--- src/rtl/ilog_if.sv ---
// ----------------------------------------------------------------------------
// ilog_if
//   Start/ready request bus for the integer-logarithm unit. It uses the same
//   handshake as the power unit, so one controller can drive both.
//
//   Signals
//     start  master->slave  request, taken only while ready=1
//     inx    master->slave  base x (W bits), sampled with start
//     iny    master->slave  argument y (W bits), sampled with start
//     ready  slave->master  1 = idle and accepting start
//     done   slave->master  one-cycle pulse when out/err are updated
//     err    slave->master  1 = last request invalid (x<2 or y==0)
//     out    slave->master  result k (KW bits), held until next completion
// ----------------------------------------------------------------------------
interface ilog_if #(
   parameter int W  = 16,
   parameter int KW = 8
);
   logic          start;
   logic [W-1:0]  inx;
   logic [W-1:0]  iny;
   logic          ready;
   logic          done;
   logic          err;
   logic [KW-1:0] out;

   modport master (
      output start, inx, iny,
      input  ready, done, err, out
   );

   modport slave (
      input  start, inx, iny,
      output ready, done, err, out
   );
endinterface

--- src/rtl/ilog_unit.sv ---
// ----------------------------------------------------------------------------
// ilog_unit
//   Sequential integer logarithm: out = floor(log_x(y)). This is the largest
//   k with x^k <= y. The unit finds it by multiplying a running power p by x
//   until the product passes y. It takes exactly out+1 busy cycles.
//
//   Ports
//     clk   rising-edge clock
//     nrst  asynchronous active-low reset; it discards any in-flight request
//     bus   ilog_if slave port (start/inx/iny in; ready/done/err/out out)
// ----------------------------------------------------------------------------
module ilog_unit #(
   parameter int W  = 16,
   parameter int KW = 8
) (
   input  logic   clk,
   input  logic   nrst,
   ilog_if.slave  bus
);

   typedef enum logic {S_READY = 1'b0, S_BUSY = 1'b1} state_t;

   state_t          state_q, state_d;
   logic [W-1:0]    x_q, x_d;
   logic [W-1:0]    y_q, y_d;
   logic [W-1:0]    p_q, p_d;
   logic [KW-1:0]   k_q, k_d;
   logic [KW-1:0]   out_q, out_d;
   logic            done_q, done_d;
   logic            err_q, err_d;

   // The product is kept at full 2W width. An overflow past W bits must read
   // as "greater than y" and must never wrap back below it.
   logic [2*W-1:0]  prod;

   assign prod = {{W{1'b0}}, p_q} * {{W{1'b0}}, x_q};

   always_comb begin
      state_d = state_q;
      x_d     = x_q;
      y_d     = y_q;
      p_d     = p_q;
      k_d     = k_q;
      out_d   = out_q;
      err_d   = err_q;
      done_d  = 1'b0;
      case (state_q)
         S_READY: begin
            if (bus.start) begin
               // x<2 never terminates (x=1) or is undefined (x=0); y=0 has no log
               if (bus.inx < W'(2) || bus.iny == '0) begin
                  out_d  = '0;
                  err_d  = 1'b1;
                  done_d = 1'b1;
               end else begin
                  x_d     = bus.inx;
                  y_d     = bus.iny;
                  p_d     = W'(1);
                  k_d     = '0;
                  err_d   = 1'b0;
                  state_d = S_BUSY;
               end
            end
         end
         S_BUSY: begin
            if (prod > {{W{1'b0}}, y_q}) begin
               out_d   = k_q;
               done_d  = 1'b1;
               state_d = S_READY;
            end else begin
               // prod <= y < 2^W here, so the truncation drops only zero bits
               p_d = prod[W-1:0];
               k_d = k_q + KW'(1);
            end
         end
         default: state_d = S_READY;
      endcase
   end

   // Operand registers hold data only and need no reset value.
   always_ff @(posedge clk) begin
      x_q <= x_d;
      y_q <= y_d;
   end

   always_ff @(posedge clk or negedge nrst) begin
      if (!nrst) begin
         state_q <= S_READY;
         p_q     <= '0;
         k_q     <= '0;
         out_q   <= '0;
         done_q  <= 1'b0;
         err_q   <= 1'b0;
      end else begin
         state_q <= state_d;
         p_q     <= p_d;
         k_q     <= k_d;
         out_q   <= out_d;
         done_q  <= done_d;
         err_q   <= err_d;
      end
   end

   assign bus.ready = (state_q == S_READY);
   assign bus.done  = done_q;
   assign bus.err   = err_q;
   assign bus.out   = out_q;

endmodule

--- src/flat_wrapper.sv ---
// flat-port wrapper written by rule: the top's interface ports become plain ports
module ilog_unit_flat 
#(
   parameter int W  = 16,
   parameter int KW = 8
)
  (clk, nrst, bus_start, bus_inx, bus_iny, bus_ready, bus_done, bus_err, bus_out);
  ilog_if #(.W(W), .KW(KW)) bus_i ();
  input  logic clk;
  input  logic nrst;
  input wire logic [$bits(bus_i.start)-1:0] bus_start;
  input wire logic [$bits(bus_i.inx)-1:0] bus_inx;
  input wire logic [$bits(bus_i.iny)-1:0] bus_iny;
  output wire logic [$bits(bus_i.ready)-1:0] bus_ready;
  output wire logic [$bits(bus_i.done)-1:0] bus_done;
  output wire logic [$bits(bus_i.err)-1:0] bus_err;
  output wire logic [$bits(bus_i.out)-1:0] bus_out;
  assign bus_i.start = bus_start;
  assign bus_i.inx = bus_inx;
  assign bus_i.iny = bus_iny;
  assign bus_ready = bus_i.ready;
  assign bus_done = bus_i.done;
  assign bus_err = bus_i.err;
  assign bus_out = bus_i.out;
  ilog_unit #(.W(W), .KW(KW)) u_core (.clk(clk), .nrst(nrst), .bus(bus_i));
endmodule
--- config.mk ---
export PLATFORM = sky130hd
export DESIGN_NAME = ilog_unit_flat
export DESIGN_NICKNAME = d
export VERILOG_FILES = /design/src/rtl/ilog_if.sv /design/src/rtl/ilog_unit.sv /design/src/flat_wrapper.sv
export SDC_FILE = /design/constraint.sdc
export NUM_CORES = 1
export LEC_CHECK = 0
export BUFFER_PORTS_ARGS = -buffer_cell sky130_fd_sc_hd__clkbuf_2
export CAP_MARGIN = 20
export CELL_PAD_IN_SITES_DETAIL_PLACEMENT = 1
export CELL_PAD_IN_SITES_GLOBAL_PLACEMENT = 2
export CORE_MARGIN = 2
export CORE_UTILIZATION = 30
export DETAILED_ROUTE_END_ITERATION = 8
export PLACE_DENSITY_LB_ADDON = 0.1
export SETUP_SLACK_MARGIN = 0.02
export SLEW_MARGIN = 15
export SYNTH_ARGS = -nofsm -noshare
export SYNTH_HDL_FRONTEND = slang
export SYNTH_SLANG_ARGS = --single-unit
--- constraint.sdc ---
create_clock -name clk -period 9.8 [get_ports clk]
set_clock_uncertainty 0.1 [all_clocks]
set_input_delay 0 -clock clk [delete_from_list [all_inputs] [get_ports clk]]
set_output_delay 0 -clock clk [all_outputs]
set_load 0.01 [all_outputs]
After elaboration in Yosys (flattened, before gate mapping)
Index checks and enable logic that the tools add are counted.
{"block": "totals", "reg_bits": 67, "latchBits": 0, "mem_bits_rw": 0, "rom_bits": 0, "input_bits": 35, "out_inout_bits": 11, "elab_cells": 45, "n_memories": 0}
{"block": "classes", "n_addsub": 1, "mul": 1, "div": 0, "magnitude_cmp": 2, "n_eq_ne": 5, "n_shift": 0, "n_mux": 20, "n_bitwise": 2, "n_reduce_logical": 6}
{"cell": "two-way mux 16 bit", "count": 3}
{"cell": "two-way mux 8 bit", "count": 6}
{"cell": "greater-than comparator 32 x 16 -> 1 bit", "count": 1}
{"cell": "multiplier 16 x 16 -> 32 bit", "count": 1}
{"cell": "case mux 16 bit (2 select lines)", "count": 1}
{"cell": "case mux 8 bit (2 select lines)", "count": 2}
{"cell": "logical NOT 16 bit", "count": 1}
{"cell": "< comparator 16 x 2 -> 1 bit, second input constant", "count": 1}
{"cell": "AND reduction 3 bit", "count": 3}
{"cell": "adder 8 x 1 -> 8 bit, second input constant", "count": 1}
{"cell": "!= test 2 bit, second input constant", "count": 4}
{"cell": "two-way mux 1 bit", "count": 6}
{"cell": "case mux 1 bit (2 select lines)", "count": 2}
{"cell": "!= test 2 x 1 -> 1 bit, second input constant", "count": 1}
{"cell": "inverter 1 bit", "count": 2}
{"cell": "AND reduction 2 bit", "count": 1}
{"cell": "logical OR 1 bit", "count": 1}

Longest topological paths before layout
{"block": "logic_depth", "depth_word": 5, "ltp_mapped": 34, "mapped_depth_nobuf": 30}

Worst setup path after synthesis
OpenSTA, ideal clock, no wires.
{"block": "synth_path", "path_type": "flip-flop to flip-flop", "start": "register u_core.p_q[10]", "end": "register u_core.k_q[7]", "setup_ps": 92, "arrival_time_ps": 7284, "required_ps": 9608, "slack_ps": 2323, "stages_incl_launch_ff": 28, "n_path_buf": 1, "period_less_slack_ps": 7477, "path_cell_list": "dfrtp_1 -> clkbuf_1 -> nand2_1 -> fa_1 -> fa_1 -> fa_1 -> fa_1 -> inv_1 -> fa_1 -> inv_1 -> fa_1 -> inv_1 -> ha_1 -> and4_1 -> nand3_1 -> a21oi_1 -> nor3_1 -> xnor2_1 -> ha_1 -> nand4_1 -> nor4_1 -> nor3_1 -> a211oi_1 -> nand3_1 -> nor4_4 -> nand4_4 -> or4_1 -> a21oi_1"}
{"block": "synth_between", "elab_chain_cells": 4}
{"element": "start: declaration", "line_no": "ilog_unit.sv:26", "text": "logic [W-1:0] p_q, p_d;"}
{"element": "start signal: assignment", "line_no": "ilog_unit.sv:96", "text": "p_q <= p_d;"}
{"element": "multiplier 16 x 16 -> 32 bit", "line_no": "ilog_unit.sv:36", "text": "assign prod = {{W{1'b0}}, p_q} * {{W{1'b0}}, x_q};"}
{"element": "greater-than comparator 32 x 16 -> 1 bit", "line_no": "ilog_unit.sv:66", "text": "if (prod > {{W{1'b0}}, y_q}) begin"}
{"element": "!= test 2 bit (no line)"}
{"element": "AND reduction 3 bit (no line)"}
{"element": "end signal: assignment", "line_no": "ilog_unit.sv:97", "text": "k_q <= k_d;"}
{"element": "end: declaration", "line_no": "ilog_unit.sv:27", "text": "logic [KW-1:0] k_q, k_d;"}
No other way between the ends.
A chain may end at the register's enable or synchronous reset.

Final worst setup path
{"block": "layout_path", "start": "register u_core.p_q[8]", "end": "register u_core.k_q[7]"}
Same word-level chain as after synthesis.

==> metrics <==
die width=201 microns; synthesized area per cell=9.09 sq um; crit path from=u_core.p_q[8]; worst endpoint data arrival time=9.15 ns; cell family with most CP delay=adder cells; crit path to=u_core.k_q[7]; fin nets=1679; Net Count, Synth=1626; TNS Setup=0 ns; Final Setup Violations=0; Synth area leader=fa_1; max-cap violation count=0; Hold Violations, Final=0; Post-Layout Cell Count=1853; leakage power=6.46 nW; drt total wl=36600 microns; initial core utilization=30.2%; CP Capture Type=flip-flop; drt pass-1 iters=4; Final min period=8.99 ns; fin. max-slew vios=0; Tcrit/Tclk final=91.7%; vias per inst=4.70; Crit path top cell by count=fa_1; Port Buf Inserts=45; Post-synth EDFFs=32; WP depth=26; pwr dens=280 nW/um^2; Worst IR Drop VDD=0.171 mV; root buffer cell=clkbuf_16; Final WS setup=0.810 ns; largest net degree at the start of global routing=36; area grow syn2layout=12.1%; initial antenna violation count=0; WL/cell=19.7 microns; sequential share of the synthesized area=15.8%; CP startpoint kind=flip-flop; Core Rows=72; predominant post-synthesis flop cell=dfrtp_1; Hold WC Path Type=input port to async pin; total power=3.64 mW; worst path required time=9.96 ns; Worst slew margin=34.6%; WS Path Type=flip-flop to flip-flop; number of synthesis warnings=0; Fin Hold WS=0.0647 ns; starting DRC count in detailed routing=340; placed insts=1801; top-area cell type share of the netlist area=33.5%; r2r endpoint=u_core.k_q[7]; worst path bufs/invs=3; Die ar.=40300 sq um; grt ovf=0; Worst Tran Pin Value=0.981 ns; TritonCTS buffer count=9; Fillers=4505; io pins=46; worst r2r src=u_core.p_q[8]; cells taking the most area after synthesis=fa_1 (33%), ha_1 (13%), edfxtp_1 (8.3%), inv_1 (8.2%), dfrtp_1 (7.5%); Clk pin slew, worst setup/hold paths=0.06 ns; Post-Synthesis Cell Area=11600 sq um; share of cells above drive strength 1=6.07%; Netlist cell types=56; Die Ht=201 microns; Slowest cell on crit path=dfrtp_1; vias in the first global route=9970; Final ANT Viol Nets=0; GP Congestion=0.781; H-Tree Depth=3; Resized Gates After CTS=0; Tot GR Track Use=19.3%; HPWL after detailed placement=29300 microns; CTS sink cnt=67; Core Region=38400 sq um; Vias=8706; Reg2Reg Depth=26; FFs w/ async S/R, synth=52.2%; pre-CTS setup slack=0.783 ns; clock buffer depth=2; Max Fclk=0.111 GHz; crit-path max cell delay=0.98 ns; status=finished, final reports clean; Mapped Cells=1276; r2r setup slk=0.81 ns; CTS tree=built; global-route wire length before repair=59600 microns; RSZ-0062 raised after global routing=false; synthesized flop and latch total=67; Clock Latency Late Sink=0.35 ns; Max FO, Critical Path=26; DR DRC count=0
-- cells in the mapped netlist, types with 4 or more instances --
master,count
xor2_1,8
or3_1,4
clkbuf_1,42
inv_1,254
a211oi_1,4
nand3_1,39
a21oi_1,41
o21ai_0,34
buf_2,6
ha_1,121
nand4_1,14
a21o_1,7
fa_1,194
edfxtp_1,32
and3_1,5
xnor2_1,12
nand2_1,214
dfrtp_1,35
mux2i_1,6
nor4_1,11
nor2_1,14
nor2b_1,4
and2_1,114
nor3_1,9
o21a_1,7
-- area by class of cell --
| class | instances | area [sq um] | share of cell area, % |
|---|---|---|---|
| Multi-Input combinational cell | 905 | 8610 | 66.2 |
| Sequential cell | 67 | 1840 | 14.1 |
| Inverter | 254 | 953 | 7.33 |
| Timing Repair Buffer | 92 | 683 | 5.26 |
| Tap cell | 518 | 648 | 4.99 |
| Clock buffer | 10 | 229 | 1.76 |
| Clock inverter | 6 | 38.8 | 0.298 |
| Antenna cell | 1 | 2.50 | 0.0192 |
-- how the worst min path moves through the flow --
stage | startpoint | to | cells after the start
after floorplan | nrst | u_core.bus.done | 0
after global placement | bus_inx[0] | u_core.x_q[0] | 1
after detailed placement | bus_inx[0] | u_core.x_q[0] | 1
after CTS | bus_inx[0] | u_core.x_q[0] | 2
after global routing | nrst | u_core.k_q[0] | 2
final | nrst | u_core.k_q[0] | 2
-- where the power goes --
group          switching, mW  internal (mW)  total, mW
clock network          0.138          0.172      0.309
logic                   1.78           1.06       2.84
registers              0.140          0.350      0.491
total                   2.06           1.58       3.64
-- cells in the final DEF, fill, tap and decap left out, drive strengths merged, types with 5 or more instances in the layout --
cell         count
inv            257
nand2          214
fa             194
ha             121
and2           114
clkbuf          55
a21oi           41
nand3           39
dfrtp           35
o21ai           34
dlygate4sd3     34
edfxtp          32
nand4           15
nor2            14
buf             13
nor4            13
xnor2           12
nor3             9
xor2             8
a21o             7
o21a             7
mux2i            6
and3             5
-- stage by stage --
step | cell area [sq um] | util, %
floorplan | 11600 | -
global placement | 12400 | 32.2
detailed placement | 12400 | 32.2
CTS | 13000 | 33.8
global route | 13000 | 33.9
finish | 13000 | 33.9
-- logic make-up after synthesis --
logic type | after synthesis | share of synthesized area, %
flip-flops | 67 | 15.8
buffers and inverters | 304 | 9.97
adder cells (fa/ha/maj) | 315 | 46.5
AO/OA/AOI/OAI | 122 | 6.61
AND/OR/NAND/NOR | 441 | 18.9
multiplexers | 7 | 0.615
XOR/XNOR | 20 | 1.51
-- metal layers --
metal	share of wire (%)	global-route usage [%]
met5	0	0
met2	48	32.1
met1	49	27.8
met3	1.9	1.56
met4	1.2	3.60
-- repair_timing --
item / 4_1_cts / 5_1_grt
hold buffers: 34 / 0
setup buffers: 0 / 0
endpoints found under the hold margin: 68 / 0
setup endpoints to repair: 0 / 0
-- state kept, by name, indices dropped and copies added (netlist names) --
name,count
u_core.state_q,1
u_core.bus.done,1
u_core.p_q,16
u_core.bus.out,8
u_core.bus.err,1
u_core.k_q,8
u_core.x_q,16
u_core.y_q,16
No activity file was read; power rests on OpenSTA's default activity.
